<file path="config.mk">
export PLATFORM = sky130hd
export DESIGN_NAME = uart_rx_word_packer_flat
export DESIGN_NICKNAME = d
export VERILOG_FILES = /design/src/rtl/uart_rx_word_packer_if.sv /design/src/rtl/uart_rx_word_packer.sv /design/src/flat_wrapper.sv
export SDC_FILE = /design/constraint.sdc
export NUM_CORES = 1
export LEC_CHECK = 0
export BUFFER_PORTS_ARGS = -buffer_cell sky130_fd_sc_hd__buf_4
export CAP_MARGIN = 20
export CORE_MARGIN = 2
export CORE_UTILIZATION = 40
export CTS_CLUSTER_SIZE = 8
export DETAILED_ROUTE_END_ITERATION = 16
export GPL_TIMING_DRIVEN = 0
export PLACE_DENSITY = 0.6
export REMOVE_ABC_BUFFERS = 1
export SLEW_MARGIN = 5
export SYNTH_ARGS = -nofsm -noshare
export SYNTH_HDL_FRONTEND = slang
export SYNTH_SLANG_ARGS = --single-unit
</file>
<file path="constraint.sdc">
create_clock -name clk -period 14.6 [get_ports clk]
set_input_delay 1.46 -clock clk [delete_from_list [all_inputs] [get_ports clk]]
set_output_delay 1.46 -clock clk [all_outputs]
set_load 0.02 [all_outputs]
</file>
<file path="src/rtl/uart_rx_word_packer_if.sv">
// Byte-side and word-side handshake bundle for the UART receive word packer.
// master drives bytes in and pops words; slave is the packer itself.
interface uart_rx_word_packer_if;
  logic        byte_valid;
  logic [7:0]  byte_data;
  logic        flush;
  logic        word_valid;
  logic [31:0] word_data;
  logic        word_ready;

  modport master (
    output byte_valid,
    output byte_data,
    output flush,
    output word_ready,
    input  word_valid,
    input  word_data
  );

  modport slave (
    input  byte_valid,
    input  byte_data,
    input  flush,
    input  word_ready,
    output word_valid,
    output word_data
  );
endinterface

</file>
<file path="src/rtl/uart_rx_word_packer.sv">
// Packs received UART bytes little-endian into 32-bit words and buffers them
// in a first-word fall-through FIFO with sticky overflow on dropped words.
module uart_rx_word_packer #(
  parameter int DEPTH = 4
) (
  input  logic                    clk,
  input  logic                    reset,
  uart_rx_word_packer_if.slave    bus,
  output logic [1:0]              pending_bytes,
  output logic [$clog2(DEPTH):0]  level,
  output logic                    overflow
);

  localparam int AW = $clog2(DEPTH);
  localparam int PW = AW + 1;

  logic          byte_valid_prev_q, byte_valid_prev_d;
  logic [23:0]   asm_q, asm_d;
  logic [1:0]    cnt_q, cnt_d;
  logic [PW-1:0] wr_ptr_q, wr_ptr_d;
  logic [PW-1:0] rd_ptr_q, rd_ptr_d;
  logic          overflow_q, overflow_d;
  logic [31:0]   mem_q [DEPTH];
  logic [31:0]   mem_d [DEPTH];

  logic          byte_accept;
  logic          push_req;
  logic          push_ok;
  logic          pop;
  logic          fifo_full;
  logic          fifo_empty;
  logic [PW-1:0] level_w;
  logic [31:0]   merged_word;

  assign byte_accept = bus.byte_valid && !byte_valid_prev_q;

  assign level_w    = wr_ptr_q - rd_ptr_q;
  assign fifo_full  = (level_w == PW'(DEPTH));
  assign fifo_empty = (level_w == '0);
  assign pop        = !fifo_empty && bus.word_ready;

  // Unfilled upper bytes of merged_word are zero because the assembly
  // register is cleared on every push; that gives flush its padding for free.
  always_comb begin
    merged_word = {8'h00, asm_q};
    if (byte_accept) begin
      case (cnt_q)
        2'd0:    merged_word[7:0]   = bus.byte_data;
        2'd1:    merged_word[15:8]  = bus.byte_data;
        2'd2:    merged_word[23:16] = bus.byte_data;
        default: merged_word[31:24] = bus.byte_data;
      endcase
    end
  end

  always_comb begin
    byte_valid_prev_d = bus.byte_valid;
    push_req          = (byte_accept && (cnt_q == 2'd3)) ||
                        (bus.flush && (byte_accept || (cnt_q != 2'd0)));
    if (push_req) begin
      asm_d = '0;
      cnt_d = '0;
    end else begin
      asm_d = merged_word[23:0];
      cnt_d = byte_accept ? (cnt_q + 2'd1) : cnt_q;
    end
  end

  // A full FIFO still accepts a push when the same edge pops the head.
  always_comb begin
    push_ok    = push_req && (!fifo_full || pop);
    overflow_d = overflow_q || (push_req && fifo_full && !pop);
    wr_ptr_d   = push_ok ? (wr_ptr_q + PW'(1)) : wr_ptr_q;
    rd_ptr_d   = pop ? (rd_ptr_q + PW'(1)) : rd_ptr_q;
    for (int i = 0; i < DEPTH; i++) begin
      mem_d[i] = mem_q[i];
    end
    if (push_ok) begin
      mem_d[wr_ptr_q[AW-1:0]] = merged_word;
    end
  end

  always_ff @(posedge clk or posedge reset) begin
    if (reset) begin
      byte_valid_prev_q <= 1'b0;
      asm_q             <= '0;
      cnt_q             <= '0;
      wr_ptr_q          <= '0;
      rd_ptr_q          <= '0;
      overflow_q        <= 1'b0;
      for (int i = 0; i < DEPTH; i++) begin
        mem_q[i] <= '0;
      end
    end else begin
      byte_valid_prev_q <= byte_valid_prev_d;
      asm_q             <= asm_d;
      cnt_q             <= cnt_d;
      wr_ptr_q          <= wr_ptr_d;
      rd_ptr_q          <= rd_ptr_d;
      overflow_q        <= overflow_d;
      for (int i = 0; i < DEPTH; i++) begin
        mem_q[i] <= mem_d[i];
      end
    end
  end

  assign bus.word_valid = !fifo_empty;
  assign bus.word_data  = mem_q[rd_ptr_q[AW-1:0]];
  assign pending_bytes  = cnt_q;
  assign level          = level_w;
  assign overflow       = overflow_q;

endmodule

</file>
<file path="src/flat_wrapper.sv">
// flat-port wrapper written by rule: the top's interface ports become plain ports
module uart_rx_word_packer_flat 
#(
  parameter int DEPTH = 4
)
  (clk, reset, pending_bytes, level, overflow, bus_byte_valid, bus_byte_data, bus_flush, bus_word_ready, bus_word_valid, bus_word_data);
  uart_rx_word_packer_if bus_i ();
  input  logic clk;
  input  logic reset;
  output logic [1:0] pending_bytes;
  output logic [$clog2(DEPTH):0] level;
  output logic overflow;
  input wire logic [$bits(bus_i.byte_valid)-1:0] bus_byte_valid;
  input wire logic [$bits(bus_i.byte_data)-1:0] bus_byte_data;
  input wire logic [$bits(bus_i.flush)-1:0] bus_flush;
  input wire logic [$bits(bus_i.word_ready)-1:0] bus_word_ready;
  output wire logic [$bits(bus_i.word_valid)-1:0] bus_word_valid;
  output wire logic [$bits(bus_i.word_data)-1:0] bus_word_data;
  assign bus_i.byte_valid = bus_byte_valid;
  assign bus_i.byte_data = bus_byte_data;
  assign bus_i.flush = bus_flush;
  assign bus_i.word_ready = bus_word_ready;
  assign bus_word_valid = bus_i.word_valid;
  assign bus_word_data = bus_i.word_data;
  uart_rx_word_packer #(.DEPTH(DEPTH)) u_core (.clk(clk), .reset(reset), .bus(bus_i), .pending_bytes(pending_bytes), .level(level), .overflow(overflow));
endmodule
</file>
==> reports/qor.csv <==
metric,value,unit
critical hold path startpoint,u_core.mem_q[11],
WL/cell,20.2,um
Post-synth top cells,"162 x dfrtp_1, 127 x mux2_1, 32 x mux4_2",
CTS Hold Bufs,0,
post-synth top area cell,dfrtp_1,
Async SR Flop Fraction,100,%
GR Overflow Total,0,
RD Place Congestion,0.731,
Layout Area Growth over Synthesis,20.2,%
die height,139,um
Post-Layout Inst Area,0.00874,mm^2
cells after synthesis,461,
outcome,"finished, final reports clean",
Pint,1.19,mW
vias in the first global route,4474,
Max VDD drop,0.000181,V
Post-route DRC,0,
"Largest stage delay, worst path",0.91,ns
setup TNS,0,ns
most numerous cell on the critical path,buf_8,
CP Max Fanout,13,
via count,4017,
fillers,1574,
# setup viols final,0,
#FFs+latches synth,162,
cell area after synthesis,0.00728,mm^2
TritonCTS clock tree,built,
part of the power in registers,37.4,%
setup bufs post-CTS,0,
share of the synthesized area in the top cell type,55.7,%
Root Driver,clkbuf_16,
crit path time final,4.00,ns
cts bufs inserted,17,
max-capacitance violation count,0,
share of cells above drive strength 1,30.3,%
Clock Power Share,26.0,%
clk_skew,0.0119,ns
Core ar.,0.0179,mm^2
"count leader, synth",dfrtp_1,
"Slew Viols, Final",0,
die area,0.0193,mm^2
drt initial violations,194,
Starting Density,40.6,%
I/O pins,52,
fin nets,548,
Final Cycle Share,27.4,%
DP HPWL,10300,um
ys flop type,dfrtp_1,
clock latency on the worst-skew pair,0.43,ns
Chip Width,139,um
count of final hold-check violations,0,
combinational share of power,36.6,%
# rows,49,
worst slew pin tran,0.928,ns
crit end category,flip-flop,
Vias/cell,5.26,
I/O Buffers,51,
Routed WL,15400,um
switching pwr,0.590,mW
static leakage,4.37,nW
"top cells by area, synth","dfrtp_1 56%, mux2_1 20%, mux4_2 9.9%, mux2_2 4.2%, nor2b_1 2.1%",
Crit. Startpoint,bus_byte_valid,
antenna-violating nets left,0,
worst reg2reg path startpoint,u_core.rd_ptr_q[0],
Netlist cell types,27,
CP startpoint kind,input port,
crit path kind,in2reg,
worst hold path class,reg2reg,
crit path DAT,4.30,ns
CTS sink cnt,162,
Placement Cell Area,0.00811,mm^2
Pre-antenna DRT Iters,4,
post-synthesis sequential area ratio,55.7,%
initial antenna violation count,0,
overall power,1.78,mW
largest net degree at the start of global routing,87,
first-pass GRT wire length,25300,um
post_cts resized,0,
"EDFF count, synth",0,
power per cell area,204,mW/mm^2
clock slew at reported path FFs,0.06,ns
GRT Total Usage,17.2,%
# diodes,0,
Slew HR,37.9,%
slowest CP cell,a211oi_4,
syn avg cell area,15.8,um^2
sw frac,33.1,%
maximum clock rate,250,MHz
clock tree buffer depth,2,
critical path data required time,14.90,ns
unrepaired setup endpoints after global routing,false,
synth warn,0,
cell breakdown of the critical path,"buf_4, nor2b_1, buf_6, o21ai_1, a211oi_4, buf_8, buf_8, mux2_1",
H-tree Lvls,4,
==> layout by cell type, fill, tap and decap left out, drive strengths merged <==
| cell | Yosys | final |
|---|---|---|
| xnor2 | 3 | 3 |
| dfrtp | 162 | 162 |
| and3 | 8 | 8 |
| nand2 | 7 | 7 |
| nor3 | 2 | 2 |
| o32ai | 1 | 1 |
| mux2 | 154 | 154 |
| nand3 | 2 | 2 |
| mux4 | 32 | 32 |
| nor4b | 1 | 1 |
| xor2 | 1 | 1 |
| a211oi | 4 | 4 |
| clkinvlp | 0 | 2 |
| o21ai | 1 | 1 |
| a21o | 2 | 2 |
| a21oi | 3 | 3 |
| clkinv | 0 | 2 |
| buf | 16 | 66 |
| nand2b | 1 | 1 |
| fa | 1 | 1 |
| bufinv | 0 | 3 |
| clkbuf | 8 | 24 |
| xnor3 | 1 | 1 |
| nor2b | 25 | 25 |
| ha | 12 | 12 |
| inv | 14 | 15 |
==> final cells by class <==
type                       count  area (um^2)  share of cell area (%)
sequential                   162         4060                    46.4
multi-input combinational    261         3090                    35.3
clock inverter                 8          124                    1.42
clock buffer                  24          492                    5.62
timing repair buffer          66          639                    7.31
inverter                      14         60.1                   0.687
tap                          229          287                    3.28
==> registers in the layout, indices dropped and copies added, names as in the netlist <==
name and cells:
u_core.byte_valid_prev_q 1, u_core.rd_ptr_q 3, u_core.wr_ptr_q 3, u_core.asm_q 24, u_core.pending_bytes 2, u_core.overflow 1
u_core.mem_q 128
==> routing by layer <==
layer / routed length (um) / GRT usage (%)
met4: 154 / 4.94
met5: 0 / 0
met1: 7040 / 22.9
met3: 598 / 4.70
met2: 7610 / 28.0
==> path summary, 6_finish.rpt <==
check | endpoint | slack (ns) | depth (start not counted)
setup / recovery | u_core.mem_q[65] | 10.60 | 8
hold / removal | u_core.mem_q[11] | 0.48 | 1
setup reg to reg | u_core.mem_q[65] | 11.16 | 8
hold reg to reg | u_core.mem_q[11] | 0.48 | 1
max in group asynchronous | u_core.mem_q[19] | 12.72 | 3
min in group asynchronous | u_core.mem_q[31] | 1.09 | 2
==> metrics by stage <==
stage                     hold slack [ns]  setup slack, ns  util, %  std cells
after floorplan                     0.443             8.76        -        437
after global placement              0.458             7.21     43.7        717
after detailed placement            0.468            10.11     45.3        731
after CTS                           0.483            10.56     48.8        763
after global routing                0.494            10.42     48.8        764
final                               0.480            10.60     48.8        764
==> critical path: cells and delay by family <==
family	cells	cell delay (ns)
buffers and inverters	4	0.76
multiplexers	1	0.34
AO/OA/AOI/OAI	2	1.18
AND/OR/NAND/NOR	1	0.55
==> power by group through the flow <==
stage | Combinational (mW) | Sequential [mW] | Clock, mW
after floorplan | 0.410 | 0.663 | 0
after global placement | 0.578 | 0.696 | 0
after detailed placement | 0.660 | 0.675 | 0
after CTS | 0.662 | 0.668 | 0.473
after global routing | 0.707 | 0.684 | 0.494
final | 0.652 | 0.666 | 0.463
==> cells by family (layout without fill, tap and decap cells) <==
family,count (synthesis),after routing,share of synthesized area [%]
fa+ha+maj,13,13,2.34
flops,162,162,55.7
simple gates,46,46,3.83
buf+inv,38,112,2.30
mux,186,186,33.7
compound gates,11,11,1.29
xor+xnor,5,5,0.791
Power figures use the tool's default switching activity.
